<file path="src/rtl/clk_tick_pkg.sv">
// Shared types and defaults for the slow-clock tick synchroniser.
package clk_tick_pkg;

  typedef enum logic [1:0] {
    IDLE  = 2'd0,
    ARM   = 2'd1,
    RUN   = 2'd2,
    STALL = 2'd3
  } tick_state_t;

  localparam int SYNC_STAGES_DEF = 2;
  localparam int CNT_W_DEF       = 8;
  localparam int TIMEOUT_DEF     = 1024;

  // Timeout counter width; it only has to reach TIMEOUT-1 because it saturates.
  function automatic int tmo_cnt_w(input int timeout);
    return (timeout < 2) ? 1 : $clog2(timeout);
  endfunction

endpackage

</file>
<file path="src/rtl/clk_tick_sync_bit_sync.sv">
// Multi-flop synchroniser for a single asynchronous level.
module bit_sync
  import clk_tick_pkg::*;
#(
  parameter int STAGES = SYNC_STAGES_DEF
) (
  input  logic clk,
  input  logic reset,
  input  logic d,
  output logic q
);

  logic [STAGES-1:0] s;

  // Shift the asynchronous input through the chain; only the last flop is used downstream.
  always_ff @(posedge clk or negedge reset) begin
    if (!reset) s <= '0;
    else        s <= {s[STAGES-2:0], d};
  end

  assign q = s[STAGES-1];

endmodule

</file>
<file path="src/rtl/clk_tick_sync.sv">
// Converts a ripple-divided slow clock into single-cycle ticks in the clk domain,
// counts them, and flags a divider that has stopped toggling.
//
// state | meaning
// IDLE  | disabled; outputs low, tick count held
// ARM   | enabled, waiting for a synchronised low so a high input cannot fake a tick
// RUN   | ticking on rises; timeout counter cleared by any edge
// STALL | no edge for TIMEOUT cycles; stall_o high until the next edge
module clk_tick_sync
  import clk_tick_pkg::*;
#(
  parameter int SYNC_STAGES = SYNC_STAGES_DEF,
  parameter int CNT_W       = CNT_W_DEF,
  parameter int TIMEOUT     = TIMEOUT_DEF
) (
  input  logic             clk,
  input  logic             reset,
  input  logic             slow_clk_in,
  input  logic             en,
  input  logic             clr_i,
  output logic             tick_o,
  output logic [CNT_W-1:0] tick_cnt_o,
  output logic             stall_o
);

  localparam int            TW       = tmo_cnt_w(TIMEOUT);
  localparam logic [TW-1:0] TMO_LAST = TW'(TIMEOUT - 1);

  logic          sync_q;
  logic          prev;
  logic          rise;
  logic          any;
  tick_state_t   state;
  tick_state_t   state_nxt;
  logic [TW-1:0] tmo;
  logic [TW-1:0] tmo_nxt;
  logic          tick_nxt;
  logic          stall_nxt;

  bit_sync #(
    .STAGES (SYNC_STAGES)
  ) u_sync (
    .clk   (clk),
    .reset (reset),
    .d     (slow_clk_in),
    .q     (sync_q)
  );

  // Remember the previous synchronised level so edges can be seen in every state.
  always_ff @(posedge clk or negedge reset) begin
    if (!reset) prev <= 1'b0;
    else        prev <= sync_q;
  end

  assign rise = sync_q & ~prev;
  assign any  = sync_q ^ prev;

  // Next-state, next tick and timeout counter; en low overrides everything.
  always_comb begin
    state_nxt = state;
    tmo_nxt   = tmo;
    tick_nxt  = 1'b0;
    case (state)
      IDLE: begin
        tmo_nxt = '0;
        if (en) state_nxt = ARM;
      end
      ARM: begin
        tmo_nxt = '0;
        if (!sync_q) state_nxt = RUN;
      end
      RUN: begin
        tick_nxt = rise;
        if (any) begin
          tmo_nxt = '0;
        end else if (tmo == TMO_LAST) begin
          state_nxt = STALL;
        end else begin
          tmo_nxt = tmo + TW'(1);
        end
      end
      STALL: begin
        // Counter stays parked at TIMEOUT-1 rather than wrapping.
        if (any) begin
          state_nxt = RUN;
          tmo_nxt   = '0;
          tick_nxt  = rise;
        end
      end
      default: begin
        state_nxt = IDLE;
        tmo_nxt   = '0;
      end
    endcase
    if (!en) begin
      state_nxt = IDLE;
      tmo_nxt   = '0;
      tick_nxt  = 1'b0;
    end
  end

  assign stall_nxt = (state_nxt == STALL);

  // Register state and the two status outputs so neither glitches.
  always_ff @(posedge clk or negedge reset) begin
    if (!reset) begin
      state   <= IDLE;
      tmo     <= '0;
      tick_o  <= 1'b0;
      stall_o <= 1'b0;
    end else begin
      state   <= state_nxt;
      tmo     <= tmo_nxt;
      tick_o  <= tick_nxt;
      stall_o <= stall_nxt;
    end
  end

  // Wrapping tick count; a clear in the tick cycle wins over the increment.
  always_ff @(posedge clk or negedge reset) begin
    if (!reset)        tick_cnt_o <= '0;
    else if (clr_i)    tick_cnt_o <= '0;
    else if (tick_nxt) tick_cnt_o <= tick_cnt_o + CNT_W'(1);
  end

endmodule
</file>
<file path="config.mk">
export PLATFORM = sky130hd
export DESIGN_NAME = clk_tick_sync
export DESIGN_NICKNAME = d
export VERILOG_FILES = /design/src/rtl/clk_tick_pkg.sv /design/src/rtl/clk_tick_sync_bit_sync.sv /design/src/rtl/clk_tick_sync.sv
export SDC_FILE = /design/constraint.sdc
export NUM_CORES = 1
export LEC_CHECK = 0
export CAP_MARGIN = 30
export CORE_MARGIN = 4
export CORE_UTILIZATION = 53
export CTS_CLUSTER_DIAMETER = 120
export DETAILED_ROUTE_END_ITERATION = 16
export HOLD_SLACK_MARGIN = 0.1
export PLACE_DENSITY = 0.77
export SLEW_MARGIN = 30
export SYNTH_ARGS = -nofsm -noshare
export SYNTH_HDL_FRONTEND = slang
export SYNTH_SLANG_ARGS = --single-unit
</file>
<file path="constraint.sdc">
create_clock -name clk -period 1.9 [get_ports clk]
set_clock_uncertainty 0.2 [all_clocks]
set_input_delay 0.475 -clock clk [delete_from_list [all_inputs] [get_ports clk]]
set_output_delay 0.475 -clock clk [all_outputs]
set_load 0.05 [all_outputs]
</file>
# == Word-level counts from Yosys, hierarchy flattened ==
# Cells that the tools add are included.
# word_totals
wordCells,39
input_bits,5
output_inout_bits,10
regBits,25
# op_classes
n_eq_ne,7
n_reduce_logical,4
addsub,2
bitwise,3
muxes,16
# op_table
operator,n
two-way mux 10 bit,4
one-hot mux 10 bit (3 select lines),1
two-way mux 8 bit,2
"adder 10 x 1 -> 10 bit, second input constant",1
"equality test 10 bit, second input constant",1
two-way mux 2 bit,5
"adder 8 x 1 -> 8 bit, second input constant",1
one-hot mux 2 bit (4 select lines),1
"equality test 2 bit, second input constant",3
"inequality test 4 bit, second input constant",1
"inequality test 3 bit, second input constant",1
"equality test 2 x 1 -> 1 bit, second input constant",1
zero test 2 bit,1
two-way mux 1 bit,2
one-hot mux 1 bit (2 select lines),1
AND reduction 2 bit,1
nonzero test 2 bit,1
OR reduction 2 bit,1
AND 1 bit,1
inverter 1 bit,1
bitwise XOR 1 bit,1

# == Depth between registers and ports, before layout ==
# logic_depth
ltp_word,7
mapped_depth,6
depth_no_buf,6

# == Cells and area by module ==
# A second synthesis with hierarchy kept.
# hier_totals
cells_unflattened,116
area_unflattened_um2,1244.9
# by_module_without_submodules
mod,area_each_um2,cells_each,seq_area_each_um2,instances
clk_tick_sync,1194.9,114,575.6,1
bit_sync,50.0,2,50.0,1

# == Worst setup path before layout ==
# Ideal clock, no wire load.
# synth_path
path_kind,reg2reg
startpoint,reg tick_cnt_o[0]
endpoint,reg tick_cnt_o[6]
path_stages_with_launch,6
setup_ns,0.128
arrival_ns,1.391
n_path_buf,0
synth_period_minus_slack_ns,1.720
required_time_ns,1.572
path_slack_ns,0.180
cell_sequence,dfrtp_1 > ha_1 > nand2_1 > nor4_1 > xnor2_1 > nor2_1
# synth_between
elab_chain_len,3
# synth_lines
item,line,rtl
"start, declared",clk_tick_sync.sv:22,"output logic [CNT_W-1:0] tick_cnt_o,"
"start signal, assigned",clk_tick_sync.sv:123,else if (tick_nxt) tick_cnt_o <= tick_cnt_o + CNT_W'(1);
adder 8 x 1 -> 8 bit,clk_tick_sync.sv:123,
two-way mux 8 bit,clk_tick_sync.sv:123,
two-way mux 8 bit,clk_tick_sync.sv:122,else if (clr_i) tick_cnt_o <= '0;
# No other way between the ends. The select of a mux whose other input is x is not followed.
# A chain may end at the register's enable or synchronous reset.

# == Worst setup path after layout ==
# layout_path
startpoint,reg tmo[0]
endpoint,reg tmo[0]
# layout_between
elab_chain_len,5
word_cells_on_any_way,8
cone_classes,add/sub: 1; eq/ne: 2; mux: 4; reduce/logical: 1
# layout_lines
item,line,rtl
"start, declared",clk_tick_sync.sv:35,logic [TW-1:0] tmo;
"start signal, assigned",clk_tick_sync.sv:113,tmo <= tmo_nxt;
adder 10 x 1 -> 10 bit,clk_tick_sync.sv:79,tmo_nxt = tmo + TW'(1);
two-way mux 10 bit,clk_tick_sync.sv:76,end else if (tmo == TMO_LAST) begin
two-way mux 10 bit,clk_tick_sync.sv:74,if (any) begin
one-hot mux 10 bit (3 select lines),clk_tick_sync.sv:63,case (state)
two-way mux 10 bit,clk_tick_sync.sv:95,if (!en) begin
# Parallel ways exist; a longest one is shown, timed or not. The select of a mux whose other input is x is not followed.

==> flow_summary.toml <==
[detailed_routing]
wl_met2_mm = 1.259
num_vias = 931
wl_met3_um = 133
routedWlPerCell_um = 14.68
via_per_inst = 5.819
routed.top_layer = "met4"
routed_wl_mm = 2.349
postRouteAntennaNets = 0
wl_met1_um = 918
firstDrtPassIters = 4
drc = 0
drtIter0Drc = 34

[place]
gp_congestion = 0.8213
placed_area_um2 = 1465
pre_cts_ws_ns = -0.1930
hpwlAfterDp_mm = 1.769
numPortBuffers = 14

[sta]
drv_slew = 0
fin_crit_ns = 1.805
max_freq_mhz = 553.9
final_hold_viol_count = 0
fin_crit_sh_pct = 95.01
finalSetupViolations = 0
layout_setup_ws_ns = 0.09475
rsz0062_at_grt = "no"
slew_headroom_pct = 73.44
worst_pin_slew_ns = 0.3906

[worst_setup_path]
criticalPathCategory = "reg -> reg"
critPathArrivalTime_ns = 1.84
r2r-end = "tmo[0]$_DFFE_PN0P_"
end_kind = "flip-flop"
worstPathCellList = "ha_1, and4_1, a41oi_1, nor2_1, a211oi_1"
worst_path_largest_cell_delay_ns = 0.43
slowest_stage = "dfrtp_1"
cp.required_ns = 1.94
startpoint = "tmo[0]$_DFFE_PN0P_"
rr_worst_depth = 5
critical_path.max_fanout = 6
rrSetupSlack_ns = 0.09
critical_path.endpoint = "tmo[0]$_DFFE_PN0P_"
reg2reg_from = "tmo[0]$_DFFE_PN0P_"
start_kind = "flip-flop"

[synth]
yosysMostFrequentCell = "dfrtp_1"
yosysTopAreaCell = "dfrtp_1"
yosys_warnings = 0
ys.flop_type = "dfrtp_1"
synth_cells = 116
synthTopCellsByArea = "dfrtp_1 (52%), xnor2_1 (7.3%), nor2_1 (5.3%), ha_1 (4.1%), a31oi_1 (2.6%)"
syn_nets = 125
synth-edff-count = 0
ys_types = 31
syn_area_um2 = 1206
synth-async-reset-ratio_pct = 100.0
syn_avg_cell_area_um2 = 10.40
ys_seq_area_share_pct = 51.87
yosys-top-cells-count = "dfrtp_1 (25), nor2_1 (17), xnor2_1 (10)"
synth_top_area_share_pct = 51.87
ys_ff_latch = 25

[clocking]
clock_path_buffers = 2
cts_setup_buffers = 0
ctsResizeCount = 0
postCtsHoldBufs = 0
cts_tree = "built"
numClockSinks = 25
clk_latency_ns = 0.31
ctsHtreeMaxLevel = 1
cts_made_buffers = 3
path_clk_slew_ns = 0.12
cts_root_buf = "clkbuf_4"

[layout]
drive_gt1_share_pct = 15.91
nets = 142
final_area_um2 = 1498
area_growth_pct = 24.17
n_antenna_cell = 0

[floorplan]
core_area_um2 = 2191
dieArea_um2 = 3103
die_w_um = 55.71
io_pins = 15
rows = 17
start_util_pct = 55.05
fp.dieH_um = 55.71

[flow_run]
drv_cap = 0

[power]
peakVddDrop_v = 0.0005843
p_leak_nw = 0.6142
p_per_area_nw_per_um2 = 569.9

[grt]
grt_max_degree = 26
grtUsageTotal_pct = 17.12
antenna_found_initial = 0
grt_first_pass_wirelength_mm = 4.326
overflow = 0
grt_pass1_vias = 983

[outcome]
status = "completed"

[min_path]
hp-class = "reg -> reg"
min_path_cells = 0
report_power, final:
group          switching (mW)  internal, mW
sequential             0.0133         0.541
clock                   0.148        0.0822
combinational          0.0407        0.0292
total                   0.202         0.652
worst min path at each step:
stage	from	slack (ns)	end
detailed placement	u_sync.s[0]$_DFF_PN0_	0.15	u_sync.s[1]$_DFF_PN0_
global route	u_sync.s[0]$_DFF_PN0_	0.18	u_sync.s[1]$_DFF_PN0_
global placement	u_sync.s[0]$_DFF_PN0_	0.13	u_sync.s[1]$_DFF_PN0_
finish	u_sync.s[0]$_DFF_PN0_	0.17	u_sync.s[1]$_DFF_PN0_
CTS	u_sync.s[0]$_DFF_PN0_	0.18	u_sync.s[1]$_DFF_PN0_
floorplan	reset	-0.02	prev$_DFF_PN0_
per-stage QoR:
step	std cells	util, %	total power, mW	TNS (ns)	hold WS [ns]
after floorplan	116	-	0.5984	0	-0.02059
after global placement	156	66.88	0.6295	-0.9802	0.1327
after detailed placement	156	66.88	0.6321	-1.266	0.1465
after CTS	160	68.08	0.8620	0	0.1755
after global routing	160	68.36	0.8947	0	0.1818
final	160	68.36	0.8535	0	0.1743
flip-flops by register name (all words and copies together), names as in the netlist:
signal and flops:
tick_cnt_o 8, state 2, tick_o 1, tmo 10
stall_o 1, u_sync.s 2, prev 1
area by class of cell:
type	instances	area [um2]
fill	165	693.2
sequential	25	625.6
multi-input combinational	84	553.0
timing repair buffer	17	250.2
tap	28	35.03
clock buffer	4	26.28
inverter	2	7.507
layout by cell type (no fill, tap or decap), types with 2 or more instances in the layout:
| cell | count |
|---|---|
| and3_1 | 2 |
| clkdlybuf4s50_1 | 4 |
| nand2_1 | 7 |
| nor4_1 | 3 |
| buf_12 | 9 |
| buf_4 | 4 |
| a31oi_1 | 4 |
| and4_1 | 2 |
| clkbuf_4 | 3 |
| nor2_1 | 17 |
| nand4_1 | 2 |
| o21ai_0 | 4 |
| ha_1 | 4 |
| dfrtp_1 | 25 |
| a41oi_1 | 2 |
| nor3_1 | 4 |
| a21oi_1 | 3 |
| nor2b_1 | 3 |
| xnor2_1 | 10 |
| nand3_1 | 5 |
| inv_1 | 2 |
routing by layer:
layer,up-vias,GRT usage [%]
met4,0,6.250
met5,-,0
li1,449,-
met1,454,19.23
met2,23,31.25
met3,5,3.944
worst max-delay path: cells and delay by family (launching register included):
kind,cells,cell delay (ns)
DFF,1,0.43
and+or+nand+nor,2,0.33
adders and majority gates,1,0.25
AOI/OAI and AO/OA,2,0.51
cells by family after synthesis:
| group | count (synthesis) | share of synthesized area (%) |
|---|---|---|
| AND/OR/NAND/NOR | 50 | 21.58 |
| flip-flops | 25 | 51.87 |
| AO/OA/AOI/OAI | 19 | 11.20 |
| XOR/XNOR | 10 | 7.261 |
| buffers and inverters | 7 | 2.801 |
| adder cells (fa/ha/maj) | 4 | 4.150 |
| multiplexers | 1 | 1.141 |
Note: power is estimated with default switching activity, not from simulation.
